<file path="src/rtl/uart_pkg.sv">
// ---------------------------------------------------------------------------
// uart_pkg
// Definitions shared by the UART receiver and transmitter:
//   - parity mode encodings (2-bit parity_mode port)
//   - receiver FSM state enum
//   - parity helpers, so both ends compute the parity bit the same way
// ---------------------------------------------------------------------------
package uart_pkg;

  // parity_mode encodings. The value 1 is not listed and behaves like none.
  localparam logic [1:0] PAR_NONE = 2'd0;
  localparam logic [1:0] PAR_EVEN = 2'd2;
  localparam logic [1:0] PAR_ODD  = 2'd3;

  typedef enum logic [2:0] {
    IDLE,
    START,
    DATA,
    PARITY,
    STOP
  } rx_state_e;

  // Parity bit that accompanies 'data' on the line: XOR of the data bits,
  // inverted for odd parity (mode bit 0 set).
  function automatic logic parity_bit(input logic [7:0] data,
                                      input logic [1:0] mode);
    return (^data) ^ mode[0];
  endfunction

  // True when a parity bit is present in the frame for this mode.
  function automatic logic parity_enabled(input logic [1:0] mode);
    logic en;
    case (mode)
      PAR_EVEN, PAR_ODD: en = 1'b1;
      PAR_NONE:          en = 1'b0;
      default:           en = 1'b0;
    endcase
    return en;
  endfunction

endpackage

</file>
<file path="src/rtl/uart_rx_sync.sv">
// ---------------------------------------------------------------------------
// uart_rx_sync
// Brings the asynchronous serial input into the clk domain through two
// flops and flags the first cycle on which the synchronized line moves from
// the stop (idle) level to the start level.
//
// Ports:
//   clk          in   system clock
//   resetb       in   asynchronous active-low reset
//   i_rx         in   raw serial input, asynchronous to clk
//   o_rx_s       out  synchronized serial input
//   o_start_edge out  one-cycle pulse: o_rx_s went STOP_BIT -> START_BIT
// ---------------------------------------------------------------------------
module uart_rx_sync #(
  parameter logic START_BIT = 1'b0,
  parameter logic STOP_BIT  = 1'b1
) (
  input  logic clk,
  input  logic resetb,
  input  logic i_rx,
  output logic o_rx_s,
  output logic o_start_edge
);

  logic r_meta;
  logic r_sync;
  logic r_prev;

  // NOTE: sequential state is written with non-blocking assignments so every
  // flop samples the pre-edge value of its neighbour; blocking here would
  // collapse the two synchronizer stages into one.
  always_ff @(posedge clk or negedge resetb) begin
    if (!resetb) begin
      // Reset to the idle level so leaving reset never looks like a start.
      r_meta <= STOP_BIT;
      r_sync <= STOP_BIT;
      r_prev <= STOP_BIT;
    end else begin
      r_meta <= i_rx;
      r_sync <= r_meta;
      r_prev <= r_sync;
    end
  end

  assign o_rx_s       = r_sync;
  assign o_start_edge = (r_prev == STOP_BIT) && (r_sync == START_BIT);

endmodule

</file>
<file path="src/rtl/uart_rx.sv">
// ---------------------------------------------------------------------------
// uart_rx
// 8-bit asynchronous serial receiver. Frame: start bit, 8 data bits LSB
// first, optional parity bit, stop bit. Each bit lasts clk_div clk cycles
// and is sampled near its middle. One received byte is held in datao with a
// valid / re handshake; parity, framing and overrun errors are reported
// alongside it.
//
// Compile-time option:
//   UART_RX_MAJORITY_EN  defined   -> every bit is a 2-of-3 vote of the
//                                      samples at counts half-2, half-1,
//                                      half (needs clk_div >= 6)
//                        undefined -> single sample at count half-1
//
// Ports:
//   clk          in   system clock
//   resetb       in   asynchronous active-low reset
//   clk_div      in   bit period in clk cycles (>= 4), hold while busy
//   rx           in   serial input, asynchronous to clk
//   parity_mode  in   0 none, 2 even, 3 odd, 1 treated as none
//   re           in   read enable: acknowledges datao, clears valid/flags
//   datao        out  last received byte
//   valid        out  datao holds an unread byte
//   parity_err   out  parity mismatch on the byte in datao
//   frame_err    out  stop bit at the wrong level on the byte in datao
//   overrun      out  a frame completed while valid was already high
//   busy         out  a frame is in progress
// ---------------------------------------------------------------------------
module uart_rx #(
  parameter int   CLK_DIV_WIDTH = 8,
  parameter logic START_BIT     = 1'b0,
  parameter logic STOP_BIT      = 1'b1
) (
  input  logic                     clk,
  input  logic                     resetb,
  input  logic [CLK_DIV_WIDTH-1:0] clk_div,
  input  logic                     rx,
  input  logic [1:0]               parity_mode,
  input  logic                     re,
  output logic [7:0]               datao,
  output logic                     valid,
  output logic                     parity_err,
  output logic                     frame_err,
  output logic                     overrun,
  output logic                     busy
);

  import uart_pkg::*;

  localparam logic [CLK_DIV_WIDTH-1:0] CNT_ONE = CLK_DIV_WIDTH'(1);
  localparam logic [CLK_DIV_WIDTH:0]   EXT_ONE = (CLK_DIV_WIDTH + 1)'(1);

  // -------------------------------------------------------------------------
  // Input synchronizer and start-edge detect
  // -------------------------------------------------------------------------
  logic w_rx_s;
  logic w_start_edge;

  uart_rx_sync #(
    .START_BIT (START_BIT),
    .STOP_BIT  (STOP_BIT)
  ) u_sync (
    .clk          (clk),
    .resetb       (resetb),
    .i_rx         (rx),
    .o_rx_s       (w_rx_s),
    .o_start_edge (w_start_edge)
  );

  // -------------------------------------------------------------------------
  // State and datapath registers
  // -------------------------------------------------------------------------
  rx_state_e                r_state;
  rx_state_e                w_next;
  logic [CLK_DIV_WIDTH-1:0] r_cnt;
  logic [2:0]               r_bit_idx;
  logic [7:0]               r_shift;
  logic                     r_par_pend;

  logic [7:0]               r_datao;
  logic                     r_valid;
  logic                     r_parity_err;
  logic                     r_frame_err;
  logic                     r_overrun;

  // -------------------------------------------------------------------------
  // Bit timing
  // The counter restarts at 0 on entry to START and then free-runs modulo
  // clk_div for the whole frame, so the sample point of every bit sits at the
  // same count value and is exactly one bit period after the previous one.
  // The wrap test is done one bit wider so clk_div = 0 wraps every cycle
  // instead of counting through the full range; with the sample point
  // clamped to 0 for tiny clk_div, each bit state then exits promptly.
  // -------------------------------------------------------------------------
  logic [CLK_DIV_WIDTH-1:0] w_half;
  logic [CLK_DIV_WIDTH:0]   w_cnt_inc;
  logic                     w_wrap;
  logic                     w_tick;   // sample point of the current bit
  logic                     w_bit;    // decided level of the current bit

  assign w_half    = clk_div >> 1;
  assign w_cnt_inc = {1'b0, r_cnt} + EXT_ONE;
  assign w_wrap    = (w_cnt_inc >= {1'b0, clk_div});

`ifdef UART_RX_MAJORITY_EN
  // r_hist[0] / r_hist[1] hold rx_s from one / two cycles ago. At count half
  // they are the samples taken at half-1 and half-2.
  logic [1:0] r_hist;

  always_ff @(posedge clk or negedge resetb) begin
    if (!resetb) begin
      r_hist <= {2{STOP_BIT}};
    end else begin
      r_hist <= {r_hist[0], w_rx_s};
    end
  end

  assign w_tick = (r_cnt == w_half);
  assign w_bit  = (w_rx_s & r_hist[0]) | (w_rx_s & r_hist[1]) |
                  (r_hist[0] & r_hist[1]);
`else
  logic [CLK_DIV_WIDTH-1:0] w_pt;

  assign w_pt   = (w_half == '0) ? '0 : (w_half - CNT_ONE);
  assign w_tick = (r_cnt == w_pt);
  assign w_bit  = w_rx_s;
`endif

  // -------------------------------------------------------------------------
  // Parity configuration, looked up live from parity_mode
  // -------------------------------------------------------------------------
  logic w_par_en;
  logic w_par_exp;

  assign w_par_en  = parity_enabled(parity_mode);
  assign w_par_exp = parity_bit(r_shift, parity_mode);

  // -------------------------------------------------------------------------
  // FSM: state register
  // -------------------------------------------------------------------------
  always_ff @(posedge clk or negedge resetb) begin
    if (!resetb) begin
      r_state <= IDLE;
    end else begin
      r_state <= w_next;
    end
  end

  // -------------------------------------------------------------------------
  // FSM: next-state logic
  // -------------------------------------------------------------------------
  // NOTE: w_next gets a default before the case so every path assigns it;
  // without that, any branch that skips the assignment infers a latch.
  always_comb begin
    w_next = r_state;
    unique case (r_state)
      IDLE: begin
        if (w_start_edge) w_next = START;
      end
      START: begin
        // A start that is gone by mid-bit was a glitch: drop it silently.
        if (w_tick) w_next = (w_bit == START_BIT) ? DATA : IDLE;
      end
      DATA: begin
        if (w_tick && (r_bit_idx == 3'd7)) begin
          w_next = w_par_en ? PARITY : STOP;
        end
      end
      PARITY: begin
        if (w_tick) w_next = STOP;
      end
      STOP: begin
        // Return at mid-stop so the next start edge is never missed.
        if (w_tick) w_next = IDLE;
      end
      default: w_next = IDLE;
    endcase
  end

  logic w_complete;
  assign w_complete = (r_state == STOP) && w_tick;

  // -------------------------------------------------------------------------
  // Bit counter, shift register, bit index, pending parity error
  // -------------------------------------------------------------------------
  always_ff @(posedge clk or negedge resetb) begin
    if (!resetb) begin
      r_cnt      <= '0;
      r_bit_idx  <= 3'd0;
      r_shift    <= 8'h00;
      r_par_pend <= 1'b0;
    end else begin
      if (r_state == IDLE) begin
        r_cnt      <= '0;
        r_bit_idx  <= 3'd0;
        r_par_pend <= 1'b0;
      end else if (w_wrap) begin
        r_cnt <= '0;
      end else begin
        r_cnt <= w_cnt_inc[CLK_DIV_WIDTH-1:0];
      end

      if ((r_state == DATA) && w_tick) begin
        r_shift   <= {w_bit, r_shift[7:1]};   // LSB arrives first
        r_bit_idx <= r_bit_idx + 3'd1;
      end

      if ((r_state == PARITY) && w_tick) begin
        r_par_pend <= (w_bit != w_par_exp);
      end
    end
  end

  // -------------------------------------------------------------------------
  // Output holding register and handshake
  // A completing frame takes priority over re in the same cycle: the new
  // byte is presented and the read is considered to have hit the old byte,
  // so overrun is only raised when the old byte was never acknowledged.
  // -------------------------------------------------------------------------
  always_ff @(posedge clk or negedge resetb) begin
    if (!resetb) begin
      r_datao      <= 8'h00;
      r_valid      <= 1'b0;
      r_parity_err <= 1'b0;
      r_frame_err  <= 1'b0;
      r_overrun    <= 1'b0;
    end else if (w_complete) begin
      r_datao      <= r_shift;
      r_valid      <= 1'b1;
      r_parity_err <= r_par_pend;
      r_frame_err  <= (w_bit != STOP_BIT);
      r_overrun    <= r_valid && !re;
    end else if (re && r_valid) begin
      r_valid      <= 1'b0;
      r_parity_err <= 1'b0;
      r_frame_err  <= 1'b0;
      r_overrun    <= 1'b0;
    end
  end

  assign datao      = r_datao;
  assign valid      = r_valid;
  assign parity_err = r_parity_err;
  assign frame_err  = r_frame_err;
  assign overrun    = r_overrun;
  assign busy       = (r_state != IDLE);

endmodule

</file>
<file path="config.mk">
export PLATFORM = sky130hd
export DESIGN_NAME = uart_rx
export DESIGN_NICKNAME = d
export VERILOG_FILES = /design/src/rtl/uart_pkg.sv /design/src/rtl/uart_rx_sync.sv /design/src/rtl/uart_rx.sv
export SDC_FILE = /design/constraint.sdc
export NUM_CORES = 1
export LEC_CHECK = 0
export BUFFER_PORTS_ARGS = -buffer_cell sky130_fd_sc_hd__buf_2
export CAP_MARGIN = 5
export CORE_ASPECT_RATIO = 1.1
export CORE_MARGIN = 3
export CORE_UTILIZATION = 58
export CTS_BUF_LIST = sky130_fd_sc_hd__clkbuf_16
export DETAILED_ROUTE_END_ITERATION = 7
export GPL_ROUTABILITY_DRIVEN = 0
export HOLD_SLACK_MARGIN = 0.05
export MAX_ROUTING_LAYER = met4
export PLACE_DENSITY_LB_ADDON = 0.25
export SETUP_SLACK_MARGIN = 0.3
export SLEW_MARGIN = 20
export SYNTH_ARGS = -nofsm -noshare
export SYNTH_HDL_FRONTEND = slang
export SYNTH_SLANG_ARGS = --single-unit
</file>
<file path="constraint.sdc">
create_clock -name clk -period 2.7 [get_ports clk]
set_input_delay 0.675 -clock clk [delete_from_list [all_inputs] [get_ports clk]]
set_output_delay 0.675 -clock clk [all_outputs]
set_load 0.02 [all_outputs]
</file>
==> flow_summary.toml, run 1 <==
[status]
outcome = "complete, but fails checks"
violations = "setup timing"

[timing]
drv_slew = 0
rsz0062_at_grt = "yes"
setup_violations = 2
skew_ps = 4.06
tightest_slew_ps = 801
slew_headroom_pct = 46.6
min_period_ps = 2710
min_period_over_period_pct = 100
fmax_ghz = 0.369
worst_slack_ps = -6.57
hold_viol = 0

[layout]
layout_common_cells = "dfrtp_1, buf_2, buf_4, nand2_1, xnor2_1"
nNetsFinal = 291
area_growth_pct = 29.1
insertedDiodeCount = 0
finalNonFillerCells = 316
nFillCells = 194
drive_above_1_share_pct = 38.0
final_common_cell = "dfrtp_1"
fin_area_um2 = 2950

[placement]
numPlacedInstances = 306
dpl_cell_area_um2 = 2630
hpwl_um = 3340
port_buffers = 26
dpl_worst_slack_ps = -377

[setup_path]
r2r_slack_ps = 450
critPathMaxFanout = 8
crit_required_ps = 2860
reg2reg_to = "r_shift[4]"
r2r_start = "r_cnt[3]"
cp-end-kind = "flip-flop"
critPathKind = "input pin to flip-flop"
crit_start = "clk_div[1]"
worstPathArrival_ps = 2870
worst_setup_path_start_kind = "input pin"
rr_worst_depth = 8

[clocking]
clk_latency_ps = 280
htreeDepth = 2
numCtsBuffers = 5
clock_path_buffers = 2
postCtsHoldBufs = 0
cts_root_buffer = "clkbuf_16"
cts.sinks = 38
clkTransAtPathRegs_ps = 60
cts_tree = "yes"

[die]
die_x_um = 65.8
fp-row-count = 23
ios = 27
coreArea_um2 = 3710
die_h_um = 71.8
start_util_pct = 61.5
dieArea_um2 = 4730

[synth]
async_flop_share_pct = 100
synth_edf_count = 0
synth_cell_type_count = 47
ys.flop_type = "dfrtp_1"
synth_seq_cells = 38
yosysWarnings = 0
avgSynthCellArea_um2 = 10.4
netlist_area_um2 = 2280
syn_inst = 220
ys_seq_area_share_pct = 41.8
syn_nets = 246

[detailed_routing]
vias_per_cell = 5.72
drc_errors = 0
firstDrtPassIters = 4
routed_wl_um = 5070
routedWlPerCell_um = 16.1
vias = 1806
drtIter0Drc = 99
postRouteAntennaNets = 0

[power]
total_power_uw = 2070
p_sw_share_pct = 30.8
power.share.sequential_pct = 37.6
peakVddDrop_mv = 0.534
clockPowerShare_pct = 36.7
p_leak_uw = 0.00145
power.density_nw_per_um2 = 703
p_switching_uw = 640
cell_internal_pwr_uw = 1430
p_comb_share_pct = 25.6

[global_route]
track_usage_pct = 24.1
grt_pass1_wl_um = 8390
antenna_found_initial = 0
grt_max_degree = 39
grt_pass1_vias = 1813
grt_overflow = 0

[min_path]
holdPathEnd = "u_sync.o_rx_s"
holdPathStages = 0
hp-class = "flip-flop to flip-flop"
worstHoldStart = "u_sync.r_meta"

[flow_run]
maxCapViolCount = 0
-- worst max-delay path, stage by stage --
cell and delay [ps]:
buf_8 110, inv_6 50, ha_4 120, or4b_4 520
nor3_4 140, nor3b_2 60, o22ai_1 210, nand4_1 150
or3_1 350, buf_6 170, mux2_4 300
-- sequential cells by signal, indices dropped and copies added, names as in the netlist, 3 cells and up --
name and flops:
r_shift 8, r_state 3, datao 8, r_bit_idx 3
r_cnt 8
-- cell families (layout without fill, tap and decap cells) --
kind of cell	after synthesis	count (layout)	synth area share (%)
simple gates	79	79	18.9
flops	38	38	41.8
compound gates	27	27	7.56
mux	23	23	13.1
xor+xnor	21	21	8.05
buf+inv	20	66	4.00
fa+ha+maj	12	12	6.57
-- metrics by stage --
| step | util, % | TNS, ps | hold WS (ps) |
|---|---|---|---|
| 2_1_floorplan | - | -644 | 345 |
| 3_3_place_gp | 70.7 | -4300 | 347 |
| 3_5_place_dp | 70.7 | -5620 | 349 |
| 4_1_cts | 77.8 | 0 | 357 |
| 5_1_grt | 79.5 | -970 | 362 |
| 6_report | 79.5 | -6.69 | 356 |
-- worst max path at each step --
stage,endpoint,depth (start not counted)
final,r_shift[4],11
after global routing,r_shift[4],11
after CTS,r_shift[4],11
after detailed placement,r_shift[3],11
after global placement,r_shift[5],11
after floorplan,r_shift[0],10
-- Yosys cell counts (2+ instances only) --
master / count / area, um2
o211ai_1: 3 / 22.5
clkbuf_1: 5 / 18.8
buf_6: 2 / 22.5
mux2i_1: 7 / 70.1
nor4b_1: 2 / 17.5
inv_1: 11 / 41.3
xor2_1: 6 / 52.6
or3_1: 3 / 18.8
o221ai_1: 2 / 17.5
dfstp_2: 3 / 78.8
a21oi_1: 6 / 30.0
xnor2_1: 15 / 131
o21ai_0: 7 / 35.0
nand3_1: 11 / 55.1
mux2_2: 2 / 22.5
nor4_1: 3 / 18.8
nand2b_1: 2 / 12.5
nor3b_1: 5 / 37.5
nand2_1: 16 / 60.1
dfrtp_1: 35 / 876
and3_1: 3 / 18.8
mux2_4: 13 / 195
ha_1: 12 / 150
nor2_1: 11 / 41.3
or4_1: 2 / 15.0
nor2b_1: 2 / 12.5
or2_2: 3 / 18.8
nor3_1: 9 / 45.0
-- final cells by class --
type	count	area (um2)	area share (%)
clock buffers	5	125	4.24
flip-flops and latches	38	958	32.5
repair buffers	47	328	11.1
clock inverters	3	68.8	2.33
multi-input cells	162	1350	45.7
well taps	50	62.6	2.12
inverters	11	58.8	1.99
-- per-layer routing --
layer / share of wire [%] / up-vias / track usage [%]
met5: 0 / - / -
met4: 1.7 / 0 / 6.22
met3: 3.8 / 11 / 5.49
met2: 52 / 42 / 40.4
met1: 42 / 884 / 29.2
li1: - / 869 / -
-- power groups by stage --
stage | Sequential [uW] | Clock, uW | Combinational [uW]
6_report | 781 | 762 | 532
5_1_grt | 793 | 795 | 604
4_1_cts | 773 | 773 | 513
3_5_place_dp | 775 | 0 | 486
3_3_place_gp | 771 | 0 | 478
2_1_floorplan | 705 | 0 | 424
-- repair_timing --
action / 4_1_cts / 5_1_grt
setup endpoints to repair: 30 / 35
resized for setup: 13 / 14
cloned: 0 / 0
pin swaps: 6 / 3
setup buffers: 2 / 0
endpoints found under the hold margin: 0 / 0
Power figures use the tool's default switching activity.
==> run 2, diff against run 1 <==
--- a/config.mk
+++ b/config.mk
@@ -7,9 +7,11 @@
 export LEC_CHECK = 0
 export BUFFER_PORTS_ARGS = -buffer_cell sky130_fd_sc_hd__buf_2
 export CAP_MARGIN = 5
+export CELL_PAD_IN_SITES_DETAIL_PLACEMENT = 1
+export CELL_PAD_IN_SITES_GLOBAL_PLACEMENT = 1
 export CORE_ASPECT_RATIO = 1.1
 export CORE_MARGIN = 3
-export CORE_UTILIZATION = 58
+export CORE_UTILIZATION = 45
 export CTS_BUF_LIST = sky130_fd_sc_hd__clkbuf_16
 export DETAILED_ROUTE_END_ITERATION = 7
 export GPL_ROUTABILITY_DRIVEN = 0
==> run 2 against run 1 <==
The run still ends with setup timing left. Hold slack worse by 1.9 ps. Final cell count grew 1.6%. Maximum frequency fell by 0.98%. Largest power group unchanged.
==> flow_summary.toml, run 2 (synthesized netlist as in run 1, its figures left out) <==
[setup_path]
crit_start = "clk_div[2]"
r2r_start = "r_cnt[3]"
reg2reg_to = "r_shift[7]"
cp-end-kind = "flip-flop"
r2r_slack_ps = 330
critical_path_buf_inv_count = 3
crit_slowest_cell = "or4b_4"
worstPathArrival_ps = 2890
rr_worst_depth = 7
crit_required_ps = 2860
cp_cell_sequence = "buf_12 -> inv_12 -> ha_4 -> or4b_4 -> nor3_2 -> nor3b_2 -> o22ai_1 -> nand4_1 -> or3_4 -> buf_8 -> mux2_4"
critPathKind = "input pin to flip-flop"
critPathMaxFanout = 8
worst_setup_path_start_kind = "input pin"
critPathTopFamily = "simple AND/OR/NAND/NOR gates"
crit_path_max_incr_delay_ps = 500

[placement]
hpwl_um = 3980
dpl_worst_slack_ps = -476
port_buffers = 26

[power]
peakVddDrop_mv = 0.508
p_switching_uw = 650
power.share.sequential_pct = 40.8
p_leak_uw = 0.00145
p_sw_share_pct = 34.2
clockPowerShare_pct = 28.9
cell_internal_pwr_uw = 1250
p_comb_share_pct = 30.3
power.density_nw_per_um2 = 650
total_power_uw = 1900

[timing]
drv_slew = 0
fmax_ghz = 0.366
worst_slack_ps = -33.4
min_period_ps = 2730
rsz0062_at_grt = "yes"
slew_headroom_pct = 43.8
min_period_over_period_pct = 101
setup_violations = 8
holdWs_ps = 354
skew_ps = 3.11
tightest_slew_ps = 842
hold_viol = 0

[global_route]
grt_pass1_vias = 1978
antenna_found_initial = 0
grt_max_degree = 39
grt_pass1_wl_um = 9850
grt_overflow = 0
track_usage_pct = 22.2

[layout]
drive_above_1_share_pct = 37.4
nNetsFinal = 290
nFillCells = 520
multi_input_area_um2 = 1380
final_common_cell = "dfrtp_1"
insertedDiodeCount = 0
ff_latch_area_um2 = 956
area_growth_pct = 27.8
fin_util_pct = 61.1
layout_common_cells = "dfrtp_1, buf_2, buf_4, mux2_4"

[die]
die_x_um = 73.9
ios = 27
start_util_pct = 47.8
dieArea_um2 = 5970
die_h_um = 80.7
coreArea_um2 = 4780
fp-row-count = 26

[clocking]
cts_root_buffer = "clkbuf_16"
htreeDepth = 2
cts.sinks = 38
clkTransAtPathRegs_ps = 50
clock_path_buffers = 2
clk_latency_ps = 280
numCtsBuffers = 5
cts_tree = "yes"

[detailed_routing]
vias_per_cell = 5.73
drtIter0Drc = 43
routedWlPerCell_um = 18.7
routed_wl_um = 6010
vias = 1838
postRouteAntennaNets = 0
drc_errors = 0
firstDrtPassIters = 4

[status]
violations = "setup timing"
outcome = "complete, but fails checks"

[min_path]
hp-class = "flip-flop to flip-flop"
holdPathEnd = "u_sync.o_rx_s"
worstHoldStart = "u_sync.r_meta"
holdPathStages = 0

[flow_run]
maxCapViolCount = 0
## run 2: changes by cell type in the layout (fill, tap and decap cells not counted), moves of 2 or more
cell       previous run  this run
buf_2                24        22
bufinv_16             2         0
dfrtp_1              32        34
dfrtp_2               3         1
mux2_2                2         0
mux2_4               14        16
nor2_1                8        10
o21ai_0               7         5
or2_4                 0         2
## run 2: power by group through the flow
stage          registers (uW)  clock network (uW)  logic (uW)
2_1_floorplan             705                   0         424
3_3_place_gp              775                   0         496
3_5_place_dp              778                   0         515
4_1_cts                   769                 560         535
5_1_grt                   788                 578         668
6_report                  774                 548         576
## run 2: worst max path at each step
stage | to | slack [ps] | cells after the start
after floorplan | r_shift[0] | -80 | 10
after global placement | r_shift[6] | -360 | 11
after detailed placement | frame_err | -480 | 11
after CTS | r_shift[7] | -0.5 | 11
after global routing | r_shift[7] | -80 | 9
final | r_shift[7] | -30 | 11
## run 2: through the flow
stage / cells / area [um2] / TNS [ps]
final: 321 / 2920 / -175
after global routing: 321 / 2920 / -741
after CTS: 320 / 2830 / -0.525
after detailed placement: 308 / 2590 / -9390
after global placement: 308 / 2590 / -7070
after floorplan: 220 / 2330 / -644
## run 2: area by class of cell
type / count / area share, %
Sequential cell: 38 / 32.7
Tap cell: 56 / 2.40
Inverter: 11 / 2.01
Timing Repair Buffer: 45 / 11.0
Clock buffer: 5 / 4.28
Multi-Input combinational cell: 163 / 47.1
Clock inverter: 3 / 0.428
## run 2: worst reg2reg max path, stage by stage, from the launching register on
cell     delay, ps
dfrtp_1        500
nor4b_1        470
nor3b_2         80
o22ai_1        170
nand4_1        190
or3_4          390
buf_8          160
mux2_4         300
## run 2: metal layers
layer | track usage (%) | wire [um] | vias to the layer above
li1 | - | - | 867
met1 | 27.1 | 2620 | 935
met2 | 37.5 | 3160 | 25
met3 | 3.96 | 128 | 11
met4 | 6.16 | 97 | 0
met5 | - | 0 | -
## run 2: timing repair
item                                    4_1_cts  5_1_grt
resized for setup                            21       17
pin swaps                                     7        5
cloned                                        1        0
hold buffers                                  0        0
setup buffers                                 3        1
endpoints found under the setup margin       33       34
==> run 3, diff against run 2 <==
--- a/config.mk
+++ b/config.mk
@@ -9,7 +9,7 @@
 export CAP_MARGIN = 5
 export CELL_PAD_IN_SITES_DETAIL_PLACEMENT = 1
 export CELL_PAD_IN_SITES_GLOBAL_PLACEMENT = 1
-export CORE_ASPECT_RATIO = 1.1
+export CORE_ASPECT_RATIO = 0.7
 export CORE_MARGIN = 3
 export CORE_UTILIZATION = 45
 export CTS_BUF_LIST = sky130_fd_sc_hd__clkbuf_16
==> run 3 against run 2 <==
The flow still finishes with violations (setup timing). Sequential cell count unchanged. Die area up 0.22%. Utilization up 0.71 points. Clock skew up 0.55 ps. Critical endpoint is now r_shift[2].
==> flow_summary.toml, run 3 (synthesized netlist as in run 1, its figures left out) <==
[power]
power.share.sequential_pct = 36.1
p_leak_uw = 0.00147
power.density_nw_per_um2 = 731
p_comb_share_pct = 29.3
p_sw_share_pct = 32.7
cell_internal_pwr_uw = 1470
clockPowerShare_pct = 34.6
p_switching_uw = 714
peakVddDrop_mv = 0.577

[flow_run]
maxCapViolCount = 0

[global_route]
grt_max_degree = 39
grt_overflow = 0
antenna_found_initial = 0
track_usage_pct = 23.6
grt_pass1_wl_um = 10600
grt_pass1_vias = 2035

[timing]
min_period_over_period_pct = 101
min_period_ps = 2740
fmax_ghz = 0.365
hold_viol = 0
holdWs_ps = 367
skew_ps = 3.66
tightest_slew_ps = 824
slew_headroom_pct = 45.1
rsz0062_at_grt = "yes"
fin_tns_setup_ps = -230
drv_slew = 0
worst_slack_ps = -39.3
setup_violations = 9

[detailed_routing]
vias_per_cell = 5.53
routed_wl_um = 6660
met3_length_um = 278
routedWlPerCell_um = 19.8
postRouteAntennaNets = 0
vias = 1864
wl_met2_um = 3240
firstDrtPassIters = 4
drc_errors = 0
drtIter0Drc = 48
wl_met1_um = 2940
maxUsedRoutingLayer = "met4"

[status]
violations = "setup timing"
outcome = "complete, but fails checks"

[placement]
port_buffers = 26
hpwl_um = 4090

[setup_path]
worst_setup_path_start_kind = "input pin"
critPathKind = "input pin to flip-flop"
worstPathArrival_ps = 2900
critPathMaxFanout = 8
cp_cell_sequence = "buf_12 -> clkinv_8 -> ha_4 -> or4b_4 -> nor3_4 -> o32ai_2 -> nor3_1 -> nand4_1 -> or3_4 -> buf_8 -> mux2_4"
rr_worst_depth = 8
crit_required_ps = 2860
crit_slowest_cell = "or4b_4"
crit_path_max_incr_delay_ps = 520
cp-end-kind = "flip-flop"

[layout]
layout_common_cells = "dfrtp_1, buf_2, buf_4, nand2_1"
insertedDiodeCount = 0
ff_latch_area_um2 = 960
final_common_cell = "dfrtp_1"
nFillCells = 541
area_growth_pct = 30.7
multi_input_area_um2 = 1340
nNetsFinal = 293
drive_above_1_share_pct = 38.4

[clocking]
cts_tree = "yes"
cts_root_buffer = "clkbuf_16"
htreeDepth = 2
clock_path_buffers = 2
numCtsBuffers = 5
clkTransAtPathRegs_ps = 60
cts.sinks = 38
postCtsHoldBufs = 0
clk_latency_ps = 280

[die]
start_util_pct = 47.3
ios = 27
die_x_um = 91.2
dieArea_um2 = 5980
fp-row-count = 21
die_h_um = 65.6
coreArea_um2 = 4830

[min_path]
hp-class = "flip-flop to flip-flop"
holdPathStages = 0
[run 3: worst paths after layout]
path	startpoint	to	slack [ps]
setup reg to reg	r_cnt[0]	r_cnt[7]	280
hold / removal	u_sync.r_meta	u_sync.o_rx_s	370
setup / recovery	clk_div[1]	r_shift[2]	-40
min in group asynchronous	resetb	parity_err	490
hold reg to reg	u_sync.r_meta	u_sync.o_rx_s	370
max in group asynchronous	resetb	r_cnt[4]	1640
[run 3: final cells by class]
cell class              count  area share [%]
multi-input cells         162            44.8
flip-flops and latches     38            32.1
repair buffers             49            11.6
clock buffers               5            4.19
well taps                  69            2.89
inverters                  11            2.22
clock inverters             3            2.14
[run 3: routing by layer]
metal,global-route usage (%),vias to the layer above
met4,7.33,0
li1,-,875
met2,37.3,50
met5,-,-
met3,5.61,18
met1,30.3,921
[run 3: metrics by stage]
step                total power (uW)  cells  util (%)  worst slack [ps]  area (um2)
floorplan                       1130    220         -             -80.5        2330
global placement                1270    323      54.5              -363        2640
detailed placement              1310    323      54.5              -412        2640
CTS                             2110    333      59.9              2.19        2900
global route                    2310    337      61.8              -129        2990
finish                          2180    337      61.8             -39.3        2990
[run 3: power by group through the flow]
stage / sequential [uW] / clock, uW / combinational [uW]
global route: 802 / 798 / 707
floorplan: 705 / 0 / 424
global placement: 786 / 0 / 486
finish: 789 / 755 / 639
detailed placement: 794 / 0 / 519
CTS: 794 / 766 / 553
[run 3: repair_timing]
action	in CTS	in global routing
pin swaps	7	2
setup endpoints to repair	35	35
resized for setup	16	14
buffers inserted	2	4
[run 3: worst max-delay path, delay by kind of cell]
family / cells / cell delay [ps]
compound gates: 1 / 90
mux: 1 / 300
simple gates: 5 / 1390
buf+inv: 3 / 310
fa+ha+maj: 1 / 130
